<file path="src/rtl/sdram_arb_pkg.sv">
// rtl/sdram_arb_pkg.sv - shared types and sizing helpers for the SDRAM host-port arbiter
package sdram_arb_pkg;

   typedef enum logic {
      IDLE = 1'b0,
      BUSY = 1'b1
   } arb_state_t;

   localparam int DATA_BITS = 16;

   // Index width for a port number; never below one bit so 2-port builds still have a select line.
   function automatic int port_idx_w(input int num_ports);
      return (num_ports > 2) ? $clog2(num_ports) : 1;
   endfunction

   function automatic int addr_lsb(input int port, input int addr_bits);
      return port * addr_bits;
   endfunction

   function automatic int data_lsb(input int port);
      return port * DATA_BITS;
   endfunction

endpackage

</file>
<file path="src/rtl/rr_arbiter.sv">
// rtl/rr_arbiter.sv - combinational picker: first pending port at or after the pointer, wrapping
module rr_arbiter
   import sdram_arb_pkg::*;
#(
   parameter int NUM_PORTS = 3,
   parameter int IDX_W     = port_idx_w(NUM_PORTS)
) (
   input  logic [NUM_PORTS-1:0] pending,
   input  logic [IDX_W-1:0]     ptr,
   output logic                 any_valid,
   output logic [IDX_W-1:0]     index
);

   logic [IDX_W:0]   cand;
   logic [IDX_W-1:0] cand_idx;

   // Scan from the farthest offset down so the nearest pending port is the last write and wins.
   always_comb begin
      any_valid = 1'b0;
      index     = '0;
      cand      = '0;
      cand_idx  = '0;
      for (int k = NUM_PORTS - 1; k >= 0; k--) begin
         cand = {1'b0, ptr} + (IDX_W + 1)'(k);
         if (cand >= (IDX_W + 1)'(NUM_PORTS)) begin
            cand = cand - (IDX_W + 1)'(NUM_PORTS);
         end
         cand_idx = cand[IDX_W-1:0];
         if (pending[cand_idx]) begin
            any_valid = 1'b1;
            index     = cand_idx;
         end
      end
   end

endmodule

</file>
<file path="src/rtl/sdram_arbiter.sv">
// rtl/sdram_arbiter.sv - round-robin sharing of one SDRAM controller host port over toggle handshakes
module sdram_arbiter
   import sdram_arb_pkg::*;
#(
   parameter int NUM_PORTS = 3,
   parameter int ADDR_BITS = 22
) (
   input  logic                           clk,
   input  logic                           reset,
   input  logic [NUM_PORTS-1:0]           up_req,
   input  logic [NUM_PORTS-1:0]           up_we,
   input  logic [NUM_PORTS*ADDR_BITS-1:0] up_address,
   input  logic [NUM_PORTS*DATA_BITS-1:0] up_data_write,
   input  logic [NUM_PORTS-1:0]           up_refresh,
   output logic [NUM_PORTS-1:0]           up_ack,
   output logic [NUM_PORTS*DATA_BITS-1:0] up_data_read,
   output logic                           dn_req,
   output logic                           dn_we,
   output logic [ADDR_BITS-1:0]           dn_address,
   output logic [DATA_BITS-1:0]           dn_data_write,
   output logic                           dn_refresh,
   input  logic                           dn_ack,
   input  logic [DATA_BITS-1:0]           dn_data_read
);

   localparam int IDX_W = port_idx_w(NUM_PORTS);

   arb_state_t           state;
   arb_state_t           next_state;
   logic [IDX_W-1:0]     rr_ptr;
   logic [IDX_W-1:0]     grant;
   logic [IDX_W-1:0]     pick;
   logic                 any_valid;
   logic                 launch;
   logic                 complete;
   logic [NUM_PORTS-1:0] pending;

   logic [ADDR_BITS-1:0] addr_arr  [NUM_PORTS];
   logic [DATA_BITS-1:0] wdata_arr [NUM_PORTS];
   logic [DATA_BITS-1:0] rdata_arr [NUM_PORTS];

   assign pending = up_req ^ up_ack;

   for (genvar i = 0; i < NUM_PORTS; i++) begin : g_port
      assign addr_arr[i]  = up_address[addr_lsb(i, ADDR_BITS) +: ADDR_BITS];
      assign wdata_arr[i] = up_data_write[data_lsb(i) +: DATA_BITS];
      assign up_data_read[data_lsb(i) +: DATA_BITS] = rdata_arr[i];
   end

   rr_arbiter #(
      .NUM_PORTS (NUM_PORTS),
      .IDX_W     (IDX_W)
   ) u_rr (
      .pending   (pending),
      .ptr       (rr_ptr),
      .any_valid (any_valid),
      .index     (pick)
   );

   always_ff @(posedge clk or posedge reset) begin
      if (reset) begin
         state <= IDLE;
      end else begin
         state <= next_state;
      end
   end

   always_comb begin
      next_state = state;
      launch     = 1'b0;
      complete   = 1'b0;
      case (state)
         IDLE: begin
            if (any_valid) begin
               launch     = 1'b1;
               next_state = BUSY;
            end
         end
         BUSY: begin
            if (dn_ack == dn_req) begin
               complete   = 1'b1;
               next_state = IDLE;
            end
         end
         default: next_state = IDLE;
      endcase
   end

   // Downstream fields only move on launch so the controller sees them stable for the whole transaction.
   always_ff @(posedge clk or posedge reset) begin
      if (reset) begin
         grant         <= '0;
         rr_ptr        <= '0;
         dn_req        <= 1'b0;
         dn_we         <= 1'b0;
         dn_address    <= '0;
         dn_data_write <= '0;
         dn_refresh    <= 1'b0;
         up_ack        <= '0;
         for (int i = 0; i < NUM_PORTS; i++) begin
            rdata_arr[i] <= '0;
         end
      end else begin
         dn_refresh <= |up_refresh;
         if (launch) begin
            grant         <= pick;
            dn_we         <= up_we[pick];
            dn_address    <= addr_arr[pick];
            dn_data_write <= wdata_arr[pick];
            dn_req        <= ~dn_req;
         end
         if (complete) begin
            if (!dn_we) begin
               rdata_arr[grant] <= dn_data_read;
            end
            up_ack[grant] <= ~up_ack[grant];
            rr_ptr        <= (grant == IDX_W'(NUM_PORTS - 1)) ? '0 : grant + 1'b1;
         end
      end
   end

endmodule

</file>
<file path="config.mk">
export PLATFORM = sky130hd
export DESIGN_NAME = sdram_arbiter
export DESIGN_NICKNAME = d
export VERILOG_FILES = /design/src/rtl/sdram_arb_pkg.sv /design/src/rtl/rr_arbiter.sv /design/src/rtl/sdram_arbiter.sv
export SDC_FILE = /design/constraint.sdc
export NUM_CORES = 1
export LEC_CHECK = 0
export BUFFER_PORTS_ARGS = -buffer_cell sky130_fd_sc_hd__buf_2
export CORE_MARGIN = 2
export CORE_UTILIZATION = 50
export CTS_CLUSTER_SIZE = 16
export DETAILED_ROUTE_END_ITERATION = 6
export PLACE_DENSITY = 0.87
export SETUP_SLACK_MARGIN = 0.3
export SLEW_MARGIN = 20
export SYNTH_ARGS = -nofsm -noshare
export SYNTH_HDL_FRONTEND = slang
export SYNTH_SLANG_ARGS = --single-unit
</file>
<file path="constraint.sdc">
create_clock -name clk -period 5.1 [get_ports clk]
set_clock_uncertainty 0.2 [all_clocks]
set_input_delay 0.51 -clock clk [delete_from_list [all_inputs] [get_ports clk]]
set_output_delay 0.51 -clock clk [all_outputs]
set_load 0.05 [all_outputs]
</file>
# Word level (Yosys, flattened, before mapping)

Cells that the tools add are included.

Add/sub/neg operators: 6
Order comparisons: 12
Eq/ne operators: 2
Multiplexer cells: 38
Bitwise operators: 7
Reductions and logical operators: 4

Operator list:

| kind                                                                          | number |
|---|---|
| 48-bit bitwise mux                                                            | 1 |
| 16-bit 2-to-1 mux                                                             | 3 |
| 22-bit binary-select mux with 2-bit select                                    | 1 |
| 22-bit 2-to-1 mux                                                             | 2 |
| 16-bit binary-select mux with 2-bit select                                    | 1 |
| 16-bit demux with 2-bit select                                                | 1 |
| 2-bit by 3-bit less-than comparator with 1-bit output (second input constant) | 5 |
| 1-bit 2-to-1 mux                                                              | 14 |
| 2-bit 2-to-1 mux                                                              | 7 |
| 1-bit binary-select mux with 2-bit select                                     | 5 |
| 3-bit by 2-bit >= comparator with 1-bit output (second input constant)        | 2 |
| 3-bit >= comparator (second input constant)                                   | 2 |
| 2-bit NOT with 3-bit output                                                   | 2 |
| 2-bit subtractor (second input constant)                                      | 3 |
| 1-bit NOT                                                                     | 4 |
| 2-bit by 1-bit adder with 3-bit output (second input constant)                | 1 |
| 2-bit by 2-bit adder with 3-bit output (second input constant)                | 1 |
| 3-bit bitwise mux                                                             | 1 |
| 3-bit by 1-bit less-than comparator with 1-bit output (second input constant) | 1 |
| 3-bit OR reduction                                                            | 1 |
| 3-bit bitwise XOR                                                             | 1 |
| 2-bit by 1-bit adder with 2-bit output (second input constant)                | 1 |
| 1-bit demux with 2-bit select                                                 | 1 |
| 2-bit == test (second input constant)                                         | 1 |
| other kinds (6)                                                               | 7 |

Flip-flop bits (word level): 97
Input port bits: 142
Output and inout bits: 92
Logic and storage cells: 81

# Longest topological paths before layout

Word-level depth: 12
Gate-level depth with buffers: 9
Depth with buffers taken out: 7

# Modules after synthesis

Synthesis repeated with hierarchy kept, for this count alone.

Cell total of the unflattened synthesis: 420
Area total of the unflattened synthesis: 4808.4 µm²

By module, submodules not included:

| module        | times used | cells each | area an instance (µm²) | seq. area each (µm²) |
|---|---|---|---|---|
| sdram_arbiter | 1          | 393        | 4616.9                 | 2427.3 |
| rr_arbiter    | 1          | 27         | 191.4                  | 0.0 |

# Least setup slack after synthesis

No wires, ideal clock.

Kind: register to register
Start: reg dn_req
End: reg rdata_arr, in the netlist up_data_read[37]
Library setup time: 0.125 ns
Data arrival time: 2.156 ns
Required time: 4.775 ns
Path slack: 2.619 ns
Stages on the path, launching flop included: 8
Buffers on the path: 2
Period minus slack after synthesis: 2.481 ns
Cell sequence: dfrtp_1 xnor2_1 nand2_1 nor3b_1 nor2b_1 buf_2 buf_2 mux2_2

Longest elaborated chain between the ends: 4

RTL lines:

| what                          | line                 | text |
|---|---|---|
| start, declared               | sdram_arbiter.sv:17  | `output logic dn_req,` |
| start signal, assigned        | sdram_arbiter.sv:110 | `dn_req <= ~dn_req;` |
| 1-bit == test                 | sdram_arbiter.sv:80  | `if (dn_ack == dn_req) begin` |
| 1-bit 2-to-1 mux              | sdram_arbiter.sv:80  |  |
| 1-bit 2-to-1 mux              | sdram_arbiter.sv:72  | `case (state)` |
| 2-bit AND reduction (no line) | --                   |  |
| end signal, assigned by index | sdram_arbiter.sv:114 | `rdata_arr[grant] <= dn_data_read;` |
| end, declared                 | sdram_arbiter.sv:40  | `logic [DATA_BITS-1:0] rdata_arr [NUM_PORTS];` |

No other way between the ends.
A chain may end at the register's enable or synchronous reset.

# Worst setup path in the final report

Start: reg rr_ptr[1]
End: reg dn_address[1]

Longest elaborated chain between the ends: 12
Elaborated cells between the ends (all ways): 29
Classes of those cells: 5 x add/sub; 3 x order compare; 20 x mux; 1 x bitwise

RTL lines:

| what                                                                                      | line                               | text |
|---|---|---|
| start, declared                                                                           | sdram_arbiter.sv:30                | `logic [IDX_W-1:0] rr_ptr;` |
| start signal, assigned                                                                    | sdram_arbiter.sv:117               | `rr_ptr <= (grant == IDX_W'(NUM_PORTS - 1)) ? '0 : grant + 1'b1;` |
| 2-bit by 2-bit adder with 3-bit output                                                    | rr_arbiter.sv:24                   | `cand = {1'b0, ptr} + (IDX_W + 1)'(k);` |
| 3-bit by 2-bit >= comparator with 1-bit output / 2-bit subtractor (equally long branches) | rr_arbiter.sv:25, rr_arbiter.sv:26 |  |
| 2-bit 2-to-1 mux                                                                          | rr_arbiter.sv:25                   | `if (cand >= (IDX_W + 1)'(NUM_PORTS)) begin` |
| 1-bit binary-select mux with 2-bit select                                                 | rr_arbiter.sv:29                   | `if (pending[cand_idx]) begin` |
| 1-bit 2-to-1 mux (not written as such)                                                    | rr_arbiter.sv:29                   |  |
| 2-bit 2-to-1 mux (3 in a row)                                                             | rr_arbiter.sv:29                   |  |
| 2-bit NOT with 3-bit output (not written as such)                                         | sdram_arbiter.sv:108               | `dn_address <= addr_arr[pick];` |
| 22-bit binary-select mux with 2-bit select                                                | sdram_arbiter.sv:108               |  |
| 22-bit 2-to-1 mux (not written as such) (2 in a row)                                      | sdram_arbiter.sv:108               |  |
| end signal, assigned                                                                      | sdram_arbiter.sv:108               |  |
| end, declared                                                                             | sdram_arbiter.sv:19                | `output logic [ADDR_BITS-1:0] dn_address,` |

Parallel ways exist; a longest one is shown, timed or not. The select of a mux whose other input is x is not followed.

==> impl_metrics.py <==
metrics = {
    "status": {
        "outcome": "finished with violations",
        "violations": "hold timing",
    },
    "clock_tree": {
        "cts_resized": 0,
        "clk_pin_slew_ns": 0.10,
        "clkSinkCount": 97,
        "cts_max_level": 3,
        "clock_path_buffers": 2,
        "cts_hold_buf": 0,
        "cts_tree": "yes",
        "ctsRootBufferMaster": "clkbuf_8",
        "insertion_delay_ns": 0.35,
        "cts_made_buffers": 9,
        "post-cts-setup-buffers": 0,
    },
    "setup_path": {
        "crit_path_cell_trace": "inv_1 > ha_1 > nor2_1 > a221oi_4 > buf_4 > nand3_1 > buf_4 > a221oi_1 > o31ai_1",
        "startpoint_type": "flip-flop",
        "cp-end-kind": "flip-flop",
        "timing_worst_setup_path_type": "flip-flop to flip-flop",
        "worstPathMaxFanout": 40,
        "worstPathRequired_ns": 5.12,
        "arrival_ns": 3.40,
        "critPathMaxStageDelay_ns": 0.60,
        "cpMostUsedCell": "buf_4",
        "crit_buf_inv": 3,
        "crit_path_top_delay_cell": "nand3_1",
        "cp_top_family": "buffers and inverters",
    },
    "yosys": {
        "syn_area_mm2": 0.00474,
        "synth_top_area_share_pct": 51.2,
        "synth_area_leader_cell": "dfrtp_1",
        "synth_edf_count": 0,
        "yosysWarnings": 0,
        "syn_avg_cell_area_um2": 10.9,
        "ys_types": 34,
        "ys_ff_latch": 97,
        "syn-num-nets": 579,
        "dominantRegCellSynth": "dfrtp_1",
        "synth_cells": 435,
        "synth_async_sr_flop_share_pct": 100,
        "yosysSeqAreaShare_pct": 51.2,
        "ys_top_cells_by_area": "dfrtp_1 51%, mux2_2 11%, a221oi_1 7.4%",
    },
    "job": {
        "max_cap_violations": 0,
    },
    "detailed_routing": {
        "dr.pass1.iters": 5,
        "drc": 0,
        "vias": 4452,
        "wl_per_cell_um": 16.4,
        "routed_wl_um": 12800,
        "viasPerCell": 5.69,
        "drt_iter0_markers": 236,
        "antenna_left": 0,
    },
    "floorplanning": {
        "die_w_um": 101,
        "start_util_pct": 51.3,
        "rows": 35,
        "fp.coreArea_mm2": 0.00924,
        "ios": 234,
        "die_area_mm2": 0.0103,
        "die_h_um": 101,
    },
    "grt": {
        "grt_max_degree": 52,
        "grt_pass1_wl_um": 20100,
        "overflow": 0,
        "grt_pass1_vias": 4209,
        "antenna_found_initial": 0,
        "grtUsageTotal_pct": 24.7,
    },
    "finish": {
        "nNetsFinal": 792,
        "final_area_mm2": 0.00620,
        "fill_cells": 753,
        "diodes": 0,
        "drive_gt1_share_pct": 48.2,
        "final_core_util_pct": 67.1,
        "final_cell_mix": "233 x buf_2, 97 x dfrtp_1, 48 x mux2_2",
        "syn2layout_area_growth_pct": 30.8,
        "final_common_cell": "buf_2",
    },
    "place": {
        "placed_area_mm2": 0.00599,
        "port_buffers": 233,
        "place_congestion": 0.821,
        "hpwl_um": 9330,
    },
    "timing": {
        "rsz0062_at_grt": "false",
        "max_clock_freq_mhz": 296,
        "tightestPinTransition_ns": 0.850,
        "tns_ns": 0,
        "min_period_ns": 3.38,
        "slew_headroom_pct": 43.2,
        "slew_viol_final": 0,
        "whs_ns": -0.000321,
        "setup_viol": 0,
        "min_period_over_period_pct": 66.3,
        "finalHoldViolCount": 1,
    },
    "min_path": {
        "hold_class": "input pin to async pin",
    },
}
## final cells by class
class | count | area, µm² | share of cell area [%]
clock buffers | 10 | 128 | 2.06
repair buffers | 243 | 1240 | 20.1
clock inverters | 6 | 75.1 | 1.21
well taps | 129 | 161 | 2.60
flip-flops and latches | 97 | 2430 | 39.1
multi-input cells | 292 | 2140 | 34.6
inverters | 5 | 21.3 | 0.343
## cell families after synthesis
| group | Yosys count | share of synthesized area [%] |
|---|---|---|
| AO/OA/AOI/OAI | 133 | 19.7 |
| XOR/XNOR | 10 | 2.01 |
| adder cells (fa/ha/maj) | 2 | 0.528 |
| buffers and inverters | 46 | 4.41 |
| flip-flops | 97 | 51.2 |
| multiplexers | 48 | 11.4 |
| AND/OR/NAND/NOR | 99 | 10.7 |
## flip-flops by register name (all words and copies together) (netlist names)
name,count
up_data_read,48
rr_ptr,2
dn_req,1
grant,2
state,1
dn_we,1
dn_address,22
dn_refresh,1
dn_data_write,16
up_ack,3
## path summary, 6_finish.rpt
path,slack (ns),depth (start not counted),to,startpoint
setup / recovery,1.72,9,dn_address[1],rr_ptr[1]
hold / removal,-0.0003,2,up_data_read[3],reset
setup reg to reg,1.72,9,dn_address[1],rr_ptr[1]
hold reg to reg,0.31,1,up_data_read[38],up_data_read[38]
max in group asynchronous,3.63,3,dn_address[4],reset
min in group clk,0.14,2,dn_refresh,up_refresh[0]
## cells in the mapped netlist, types with 2 or more instances
library cell  count
dfrtp_1          97
mux2_2           48
o21ai_0          44
nor2_1           42
and3_1           41
a221oi_1         40
o31ai_1          39
clkbuf_1         32
buf_2             5
inv_1             5
xnor2_1           5
buf_6             4
nand2_1           4
xor2_1            4
ha_1              2
nand3_1           2
nor2b_1           2
nor3_1            2
o21ai_1           2
## worst register-to-register path: stages, from the launching register on
cell	delay, ns
dfrtp_1	0.41
inv_1	0.06
ha_1	0.24
nor2_1	0.12
a221oi_4	0.28
buf_4	0.41
nand3_1	0.63
buf_4	0.45
a221oi_1	0.33
o31ai_1	0.13
## through the flow
stage                     worst slack (ns)  hold WS [ns]  std cells
final                                 1.72     -0.000321        782
after global routing                  1.51        0.0243        782
after CTS                             1.63       0.00512        781
after detailed placement              1.62         0.290        765
after global placement                1.76         0.283        765
after floorplan                       1.86         0.273        435
## metal layers
metal | routed length [µm] | global-route usage [%] | vias up | share of wire, %
met5 | 0 | 0 | - | 0
met4 | 218 | 7.17 | 0 | 1.7
met3 | 1060 | 6.56 | 20 | 8.3
met2 | 6410 | 42.8 | 233 | 50
met1 | 5110 | 30.5 | 2136 | 40
li1 | - | - | 2063 | -
Power is not shown: default switching activity piles up to over one toggle a cycle in this logic, so the estimate is an artifact.
